[src/rtl/m_div_unit.sv]
// Self-sequencing restoring divider for RISC-V DIV/DIVU/REM/REMU.
// Retires BITS_PER_CYCLE quotient bits per CALC cycle; div-by-zero and signed overflow short-circuit through FIX.
`timescale 1ns/1ps
module m_div_unit #(
   parameter int unsigned XLEN           = 32,
   parameter int unsigned BITS_PER_CYCLE = 1
) (
   input  logic            clk,
   input  logic            reset,
   input  logic            start,
   input  logic            flush,
   input  logic [1:0]      op,
   input  logic [XLEN-1:0] rs1,
   input  logic [XLEN-1:0] rs2,
   output logic            busy,
   output logic            done,
   output logic [XLEN-1:0] result
);

   localparam int unsigned NSTEP = XLEN / BITS_PER_CYCLE;
   localparam int unsigned CW    = $clog2(NSTEP + 1);
   localparam int unsigned DW    = 2 * XLEN - 1;

   localparam logic [1:0] S_IDLE = 2'd0;
   localparam logic [1:0] S_CALC = 2'd1;
   localparam logic [1:0] S_FIX  = 2'd2;
   localparam logic [1:0] S_DONE = 2'd3;

   logic [1:0]      state_q, state_d;
   logic [XLEN-1:0] r_q, r_d;
   logic [DW-1:0]   d_q, d_d;
   logic [XLEN-1:0] z_q, z_d;
   logic [CW-1:0]   cnt_q, cnt_d;
   logic [1:0]      op_q, op_d;
   logic            s1_q, s1_d;
   logic            s2_q, s2_d;
   logic [XLEN-1:0] result_q, result_d;
   logic            busy_q, busy_d;
   logic            done_q, done_d;

   logic            accept, sgn, s1_in, s2_in, div0, ovf;
   logic [XLEN-1:0] abs1, abs2, quo, rem;
   logic [XLEN-1:0] r_t, z_t;
   logic [DW-1:0]   d_t;

   // Operand conditioning at accept and sign fix-up of the final Z/R
   always_comb begin
      accept = start && !flush && (state_q == S_IDLE || state_q == S_DONE);
      sgn    = !op[0];
      s1_in  = rs1[XLEN-1] & sgn;
      s2_in  = rs2[XLEN-1] & sgn;
      abs1   = s1_in ? XLEN'(-rs1) : rs1;
      abs2   = s2_in ? XLEN'(-rs2) : rs2;
      div0   = (rs2 == '0);
      ovf    = sgn && (rs1 == {1'b1, {(XLEN-1){1'b0}}}) && (rs2 == '1);
      quo    = (s1_q ^ s2_q) ? XLEN'(-z_q) : z_q;
      rem    = s1_q ? XLEN'(-r_q) : r_q;
   end

   // Next-state and datapath
   always_comb begin
      state_d  = state_q;
      r_d      = r_q;
      d_d      = d_q;
      z_d      = z_q;
      cnt_d    = cnt_q;
      op_d     = op_q;
      s1_d     = s1_q;
      s2_d     = s2_q;
      result_d = result_q;
      r_t      = r_q;
      d_t      = d_q;
      z_t      = z_q;

      case (state_q)
         S_IDLE, S_DONE: begin
            if (state_q == S_DONE) state_d = S_IDLE;
            if (accept) begin
               op_d = op;
               // Early-outs preload Z/R with the final answer and skip CALC
               if (div0) begin
                  z_d     = '1;
                  r_d     = rs1;
                  s1_d    = 1'b0;
                  s2_d    = 1'b0;
                  state_d = S_FIX;
               end else if (ovf) begin
                  z_d     = rs1;
                  r_d     = '0;
                  s1_d    = 1'b0;
                  s2_d    = 1'b0;
                  state_d = S_FIX;
               end else begin
                  s1_d    = s1_in;
                  s2_d    = s2_in;
                  r_d     = abs1;
                  d_d     = DW'(abs2) << (XLEN - 1);
                  z_d     = '0;
                  cnt_d   = '0;
                  state_d = S_CALC;
               end
            end
         end
         S_CALC: begin
            for (int i = 0; i < int'(BITS_PER_CYCLE); i++) begin
               // R >= D is the non-negative-difference test; D < 2^XLEN whenever it holds
               if ({{(XLEN-1){1'b0}}, r_t} >= d_t) begin
                  r_t = r_t - d_t[XLEN-1:0];
                  z_t = {z_t[XLEN-2:0], 1'b1};
               end else begin
                  z_t = {z_t[XLEN-2:0], 1'b0};
               end
               d_t = d_t >> 1;
            end
            r_d   = r_t;
            d_d   = d_t;
            z_d   = z_t;
            cnt_d = cnt_q + CW'(1);
            if (cnt_q == CW'(NSTEP - 1)) state_d = S_FIX;
         end
         S_FIX: begin
            result_d = op_q[1] ? rem : quo;
            state_d  = S_DONE;
         end
         default: state_d = S_IDLE;
      endcase

      if (flush) begin
         state_d  = S_IDLE;
         result_d = result_q;
      end

      busy_d = (state_d == S_CALC) || (state_d == S_FIX);
      done_d = (state_d == S_DONE);
   end

   always_ff @(posedge clk) begin
      if (reset) begin
         state_q  <= S_IDLE;
         r_q      <= '0;
         d_q      <= '0;
         z_q      <= '0;
         cnt_q    <= '0;
         op_q     <= '0;
         s1_q     <= 1'b0;
         s2_q     <= 1'b0;
         result_q <= '0;
         busy_q   <= 1'b0;
         done_q   <= 1'b0;
      end else begin
         state_q  <= state_d;
         r_q      <= r_d;
         d_q      <= d_d;
         z_q      <= z_d;
         cnt_q    <= cnt_d;
         op_q     <= op_d;
         s1_q     <= s1_d;
         s2_q     <= s2_d;
         result_q <= result_d;
         busy_q   <= busy_d;
         done_q   <= done_d;
      end
   end

   assign busy   = busy_q;
   assign done   = done_q;
   assign result = result_q;

endmodule
[config.mk]
export PLATFORM = sky130hd
export DESIGN_NAME = m_div_unit
export DESIGN_NICKNAME = d
export VERILOG_FILES = /design/src/rtl/m_div_unit.sv
export SDC_FILE = /design/constraint.sdc
export NUM_CORES = 1
export LEC_CHECK = 0
export ABC_AREA = 1
export CORE_UTILIZATION = 40
export CTS_BUF_LIST = sky130_fd_sc_hd__clkbuf_4 sky130_fd_sc_hd__clkbuf_8 sky130_fd_sc_hd__clkbuf_16
export DETAILED_ROUTE_END_ITERATION = 12
export GPL_ROUTABILITY_DRIVEN = 0
export PLACE_DENSITY = 0.6
export SKIP_CTS_REPAIR_TIMING = 1
export SYNTH_ARGS = -nofsm -noshare
export SYNTH_HDL_FRONTEND = slang
export SYNTH_SLANG_ARGS = --single-unit
[constraint.sdc]
create_clock -name clk -period 5.89 [get_ports clk]
set_clock_uncertainty 0.2 [all_clocks]
set_input_delay 0.8835 -clock clk [delete_from_list [all_inputs] [get_ports clk]]
set_output_delay 0.8835 -clock clk [all_outputs]
set_load 0.01 [all_outputs]
==> impl_metrics.env, run 1 <==
export IMPL_run_status="complete, no violations"
export IMPL_crit_family="simple AND/OR/NAND/NOR gates"
export IMPL_core_area_um2=34900
export IMPL_final_cell_mix="658 x nand2_1, 421 x nor2_1, 285 x inv_1, 220 x nand3_1, 172 x dfxtp_1"
export IMPL_grt_max_degree=73
export IMPL_grt_antenna_before_repair=0
export IMPL_die_h_um=191
export IMPL_pwr_share_seq_pct=34.7
export IMPL_synthesis_area_um2=14300
export IMPL_yosysTopAreaCell="dfxtp_1"
export IMPL_cp_slowest_stage_delay_ns=0.52
export IMPL_hold_violations=0
export IMPL_cp_max_fo=40
export IMPL_area_growth_syn_to_layout_pct=12.4
export IMPL_synthTopCellsByArea="dfxtp_1 24%, nand2_1 17%, nor2_1 11%"
export IMPL_die_area_um2=36600
export IMPL_antenna_left=0
export IMPL_clk_pin_slew_ns=0.07
export IMPL_cts_buffer_depth=2
export IMPL_clk_latency_ns=0.45
export IMPL_final_area_um2=16100
export IMPL_cp_endpoint="d_q[52]$_SDFFE_PP0P_"
export IMPL_vias_per_cell=5.38
export IMPL_slew_headroom_pct=20.5
export IMPL_hold_path_class="reg -> reg"
export IMPL_fp_row_count=68
export IMPL_drc=0
export IMPL_vdd_drop_max_uv=231
export IMPL_drv_cap=0
export IMPL_min_from="s1_q$_SDFFE_PP0P_"
export IMPL_clockRootBuffer="clkbuf_16"
export IMPL_rsz0062_at_grt="false"
export IMPL_nets=2658
export IMPL_cts_sinks=172
export IMPL_synth_edf_count=0
export IMPL_cts_tree="yes"
export IMPL_diodes=0
export IMPL_postRouteWirelength_mm=50.5
export IMPL_first_pass_iters=5
export IMPL_io_buffers=103
export IMPL_placed_cell_area_um2=15500
export IMPL_startpoint_type="primary input"
export IMPL_reg2reg_to="r_q[21]$_SDFFE_PP0P_"
export IMPL_intPower_mw=2.26
export IMPL_pwr_share_clk_pct=30.5
export IMPL_final_util_pct=46.1
export IMPL_io_pins=104
export IMPL_path_cells="clkdlybuf4s50_1 -> nor2_1 -> nand2_1 -> nor3_2 -> nand4_1 -> nand2_1 -> o21a_2 -> buf_4 -> nand2_1 -> a21oi_1"
export IMPL_synth_top_flop_cell="dfxtp_1"
export IMPL_crit_buf_inv=2
export IMPL_synth_top_cell_area_share_pct=24.1
export IMPL_r2r_slack_ns=2.59
export IMPL_via_count=16218
export IMPL_fin_crit_ns=3.78
export IMPL_cpMostUsedCell="nand2_1"
export IMPL_first_iter_violations=1317
export IMPL_dp_worst_setup_slack_ns=1.68
export IMPL_regToRegStartpoint="r_q[23]$_SDFFE_PP0P_"
export IMPL_async_flop_share_pct=0
export IMPL_wl_per_cell_um=16.8
export IMPL_crit_path_end_kind="register"
export IMPL_final_common_cell="nand2_1"
export IMPL_final_setup_tns_ns=0
export IMPL_p_sw_mw=1.53
export IMPL_grt_util_all_layers_pct=27.8
export IMPL_p_comb_share_pct=34.8
export IMPL_globalRouteOverflowTotal=0
export IMPL_crit_required_ns=6.06
export IMPL_cts_max_level=4
export IMPL_worstRegToRegCells=12
export IMPL_grt_pass1_vias=14669
export IMPL_drive_above_1_share_pct=4.38
export IMPL_dp_hpwl_mm=38.8
export IMPL_critPathSlowestCell="o21a_2"
export IMPL_grt_pass1_wl_mm=79.6
export IMPL_ys_ff_latch=172
export IMPL_postSynthCellCount=2512
export IMPL_syn_avg_cell_area_um2=5.70
export IMPL_worstPathArrival_ns=3.95
export IMPL_ys_seq_area_share_pct=24.1
export IMPL_crit_cells=10
export IMPL_fmax_mhz=265
export IMPL_cts_buffers=17
export IMPL_leakage_nw=7.55
export IMPL_die_w_um=191
export IMPL_fin_ws_ns=2.11
export IMPL_crit_start="rs2[7]"
export IMPL_start_util_pct=41.0
export IMPL_tightestPinTransition_ns=1.19
export IMPL_fin_crit_sh_pct=64.2
export IMPL_whs_ns=0.271
export IMPL_yosysWarnings=0
export IMPL_crit_type="in -> reg"
export IMPL_setup_viol=0
export IMPL_slew_viol_final=0
export IMPL_switching_share_pct=40.3
export IMPL_power_density_nw_per_um2=236
export IMPL_syn_nets=2625
export IMPL_synth_distinct_cells=48
==> registers in the layout, indices dropped and copies added (netlist names), 2 cells and up <==
| register | flops |
|---|---|
| result | 32 |
| r_q | 32 |
| cnt_q | 6 |
| state_q | 2 |
| d_q | 63 |
| z_q | 32 |
==> cells by family after synthesis <==
kind of cell / Yosys count / share of synthesized area (%)
AOI/OAI and AO/OA: 414 / 15.7
DFF: 172 / 24.1
and+or+nand+nor: 1446 / 42.9
buffers and inverters: 406 / 11.7
xor gates and xnor gates: 31 / 1.90
adders and majority gates: 43 / 3.81
==> power groups by stage <==
stage	Combinational, mW	Sequential [mW]	Clock (mW)
global placement	1.28	1.34	0
global route	1.48	1.32	1.22
CTS	1.30	1.31	1.17
detailed placement	1.29	1.34	0
floorplan	0.928	1.30	0
finish	1.32	1.32	1.16
==> cells in the mapped netlist (2+ instances only) <==
master and instances:
a21oi_1 145, a21oi_2 7, a31oi_1 7, and2_1 8, buf_1 12, buf_2 20, buf_4 3, buf_6 13
clkbuf_1 56, dfxtp_1 172, ha_1 42, inv_1 286, inv_2 15, nand2_1 658, nand2_2 11, nand2_4 3
nand3_1 220, nand3_2 2, nand3b_1 17, nand4_1 57, nor2_1 422, nor2_2 8, nor3_1 22, nor3_2 3
nor3b_1 2, o211ai_1 38, o21a_1 2, o21ai_0 132, o21ai_1 69, o21bai_1 7, o22ai_1 2, or2_2 6
xnor2_1 6, xor2_1 25
==> metal layers <==
| metal | routed length (um) | global-route usage [%] | part of all wire [%] |
|---|---|---|---|
| met2 | 23200 | 46.0 | 46 |
| met5 | 0 | 0 | 0 |
| met1 | 23000 | 36.5 | 45 |
| met3 | 2720 | 3.95 | 5.4 |
| met4 | 1580 | 10.1 | 3.1 |
==> through the flow <==
stage | std cells | power (mW)
6_report | 3012 | 3.79
5_1_grt | 3012 | 4.02
4_1_cts | 3012 | 3.78
3_5_place_dp | 2981 | 2.63
3_3_place_gp | 2981 | 2.62
2_1_floorplan | 2512 | 2.23
==> worst min-delay path by stage <==
stage,endpoint,slack (ns),cells after the start
floorplan,s2_q$_SDFFE_PP0P_,0.25,2
global placement,s1_q$_SDFFE_PP0P_,0.26,2
detailed placement,s1_q$_SDFFE_PP0P_,0.26,2
CTS,s1_q$_SDFFE_PP0P_,0.27,2
global route,cnt_q[4]$_SDFFE_PP0P_,0.30,2
finish,s1_q$_SDFFE_PP0P_,0.27,2
==> worst min-delay path, cell delays in order (launching register included) <==
cell	delay, ns
dfxtp_1	0.31
nand2_1	0.06
a21oi_1	0.06
==> area by class of cell <==
| type | instances | area, um2 |
|---|---|---|
| inverter | 301 | 1130 |
| fill | 3733 | 18800 |
| sequential | 172 | 3440 |
| tap | 455 | 569 |
| clock buffer | 19 | 447 |
| multi-input combinational | 1934 | 9220 |
| timing repair buffer | 119 | 1150 |
| clock inverter | 12 | 128 |
Power figures use the tool's default switching activity.
==> run 2, diff against run 1 <==
--- a/config.mk
+++ b/config.mk
@@ -10,7 +10,7 @@
 export CTS_BUF_LIST = sky130_fd_sc_hd__clkbuf_4 sky130_fd_sc_hd__clkbuf_8 sky130_fd_sc_hd__clkbuf_16
 export DETAILED_ROUTE_END_ITERATION = 12
 export GPL_ROUTABILITY_DRIVEN = 0
-export PLACE_DENSITY = 0.6
+export PLACE_DENSITY = 0.62
 export SKIP_CTS_REPAIR_TIMING = 1
 export SYNTH_ARGS = -nofsm -noshare
 export SYNTH_HDL_FRONTEND = slang
==> constraint.sdc (replaced) <==
create_clock -name clk -period 3.32 [get_ports clk]
set_clock_uncertainty 0.2 [all_clocks]
set_input_delay 0.498 -clock clk [delete_from_list [all_inputs] [get_ports clk]]
set_output_delay 0.498 -clock clk [all_outputs]
set_load 0.01 [all_outputs]
==> impl_metrics.env, run 2 (synthesis gave the netlist of run 1 again) <==
export IMPL_run_status="complete, no violations"
export IMPL_multi_input_area_um2=9220
export IMPL_drive_above_1_share_pct=5.53
export IMPL_final_cell_mix="658 x nand2_1, 421 x nor2_1, 285 x inv_1, 220 x nand3_1, 172 x dfxtp_1"
export IMPL_startpoint_type="register"
export IMPL_whs_ns=0.284
export IMPL_crit_buf_inv=1
export IMPL_fp_row_count=68
export IMPL_dp_worst_setup_slack_ns=0.0577
export IMPL_cts_sinks=172
export IMPL_fin_crit_ns=3.18
export IMPL_area_growth_syn_to_layout_pct=14.7
export IMPL_final_area_um2=16400
export IMPL_crit_path_end_kind="register"
export IMPL_clk_latency_ns=0.46
export IMPL_fin_ws_ns=0.138
export IMPL_drv_cap=0
export IMPL_fin_crit_sh_pct=95.8
export IMPL_regMostFlops="d_q"
export IMPL_crit_family="simple AND/OR/NAND/NOR gates"
export IMPL_n_fill_cell=3809
export IMPL_dp_hpwl_mm=39.1
export IMPL_grt_antenna_before_repair=0
export IMPL_globalRouteOverflowTotal=0
export IMPL_grt_pass1_wl_mm=80.5
export IMPL_io_buffers=103
export IMPL_hold_violations=0
export IMPL_via_count=16427
export IMPL_cts_buffer_depth=2
export IMPL_diodes=0
export IMPL_final_setup_tns_ns=0
export IMPL_cts_buffers=17
export IMPL_clk_pin_slew_ns=0.07
export IMPL_drc=0
export IMPL_postRouteWirelength_mm=50.5
export IMPL_final_common_cell="nand2_1"
export IMPL_nets=2688
export IMPL_regArea_um2=3440
export IMPL_crit_type="reg -> reg"
export IMPL_cp_slowest_stage_delay_ns=0.59
export IMPL_grt_util_all_layers_pct=28.0
export IMPL_path_cells="ha_1 -> nand2_1 -> nor2_1 -> and2_0 -> and2_1 -> nand2_1 -> nand2_1 -> nand2_1 -> nand2_2 -> nand2_4 -> buf_12 -> nand2_1 -> nand2_1 -> nor2_1"
export IMPL_io_pins=104
export IMPL_worstPathArrival_ns=3.38
export IMPL_grt_max_degree=62
export IMPL_largest_register_ffs=63
export IMPL_setup_viol=0
export IMPL_cts_max_level=4
export IMPL_vdd_drop_max_uv=368
export IMPL_antenna_left=0
export IMPL_first_pass_iters=8
export IMPL_fmax_mhz=314
export IMPL_die_area_um2=36600
export IMPL_vias_per_cell=5.40
export IMPL_die_w_um=191
export IMPL_power_density_nw_per_um2=415
export IMPL_tightestPinTransition_ns=1.08
export IMPL_first_iter_violations=1600
export IMPL_cpMostUsedCell="nand2_1"
export IMPL_leakage_nw=7.73
export IMPL_slew_headroom_pct=27.9
export IMPL_rsz0062_at_grt="false"
export IMPL_cp_max_fo=30
export IMPL_critPathSlowestCell="dfxtp_1"
export IMPL_clockRootBuffer="clkbuf_16"
export IMPL_grt_pass1_vias=15050
export IMPL_core_area_um2=34900
export IMPL_slew_viol_final=0
export IMPL_die_h_um=191
export IMPL_start_util_pct=41.0
export IMPL_crit_required_ns=3.52
export IMPL_hold_path_class="reg -> reg"
export IMPL_placed_cell_area_um2=15800
export IMPL_wl_per_cell_um=16.6
export IMPL_cts_tree="yes"
==> run 2: layer usage <==
| metal | GRT usage [%] | share of wire (%) | wire [um] |
|---|---|---|---|
| met3 | 3.97 | 6.6 | 3330 |
| met5 | 0 | 0 | 0 |
| met1 | 36.8 | 44 | 22400 |
| met4 | 11.1 | 3.6 | 1830 |
| met2 | 46.0 | 45 | 23000 |
==> run 2: final timing paths <==
path	startpoint	end	slack [ns]	depth (start not counted)
max	r_q[23]$_SDFFE_PP0P_	r_q[26]$_SDFFE_PP0P_	0.14	14
min	s2_q$_SDFFE_PP0P_	s2_q$_SDFFE_PP0P_	0.28	2
max reg2reg	r_q[23]$_SDFFE_PP0P_	r_q[26]$_SDFFE_PP0P_	0.14	14
min reg2reg	s2_q$_SDFFE_PP0P_	s2_q$_SDFFE_PP0P_	0.28	2
==> run 2: area by class of cell <==
cell class | count | share of cell area, %
multi-input combinational | 1934 | 56.2
clock buffer | 19 | 2.72
tap | 455 | 3.47
timing repair buffer | 149 | 8.96
clock inverter | 13 | 0.846
sequential | 172 | 21.0
inverter | 301 | 6.89
==> run 2: power breakdown <==
group          internal [mW]  switching [mW]
logic                  0.787            1.60
registers               2.19           0.143
clock network           1.14           0.952
total                   4.12            2.69
==> run 2: through the flow <==
stage / cells / power [mW] / util [%]
after floorplan: 2512 / 3.96 / -
after global placement: 3011 / 4.67 / 45.4
after detailed placement: 3011 / 4.70 / 45.4
after CTS: 3043 / 6.80 / 47.1
after global routing: 3043 / 7.24 / 47.1
final: 3043 / 6.81 / 47.1
==> run 2: worst min-delay path, cell delays in order, from the launching register on <==
cell	delay (ns)
dfxtp_1	0.32
nand2_1	0.07
a21oi_1	0.05
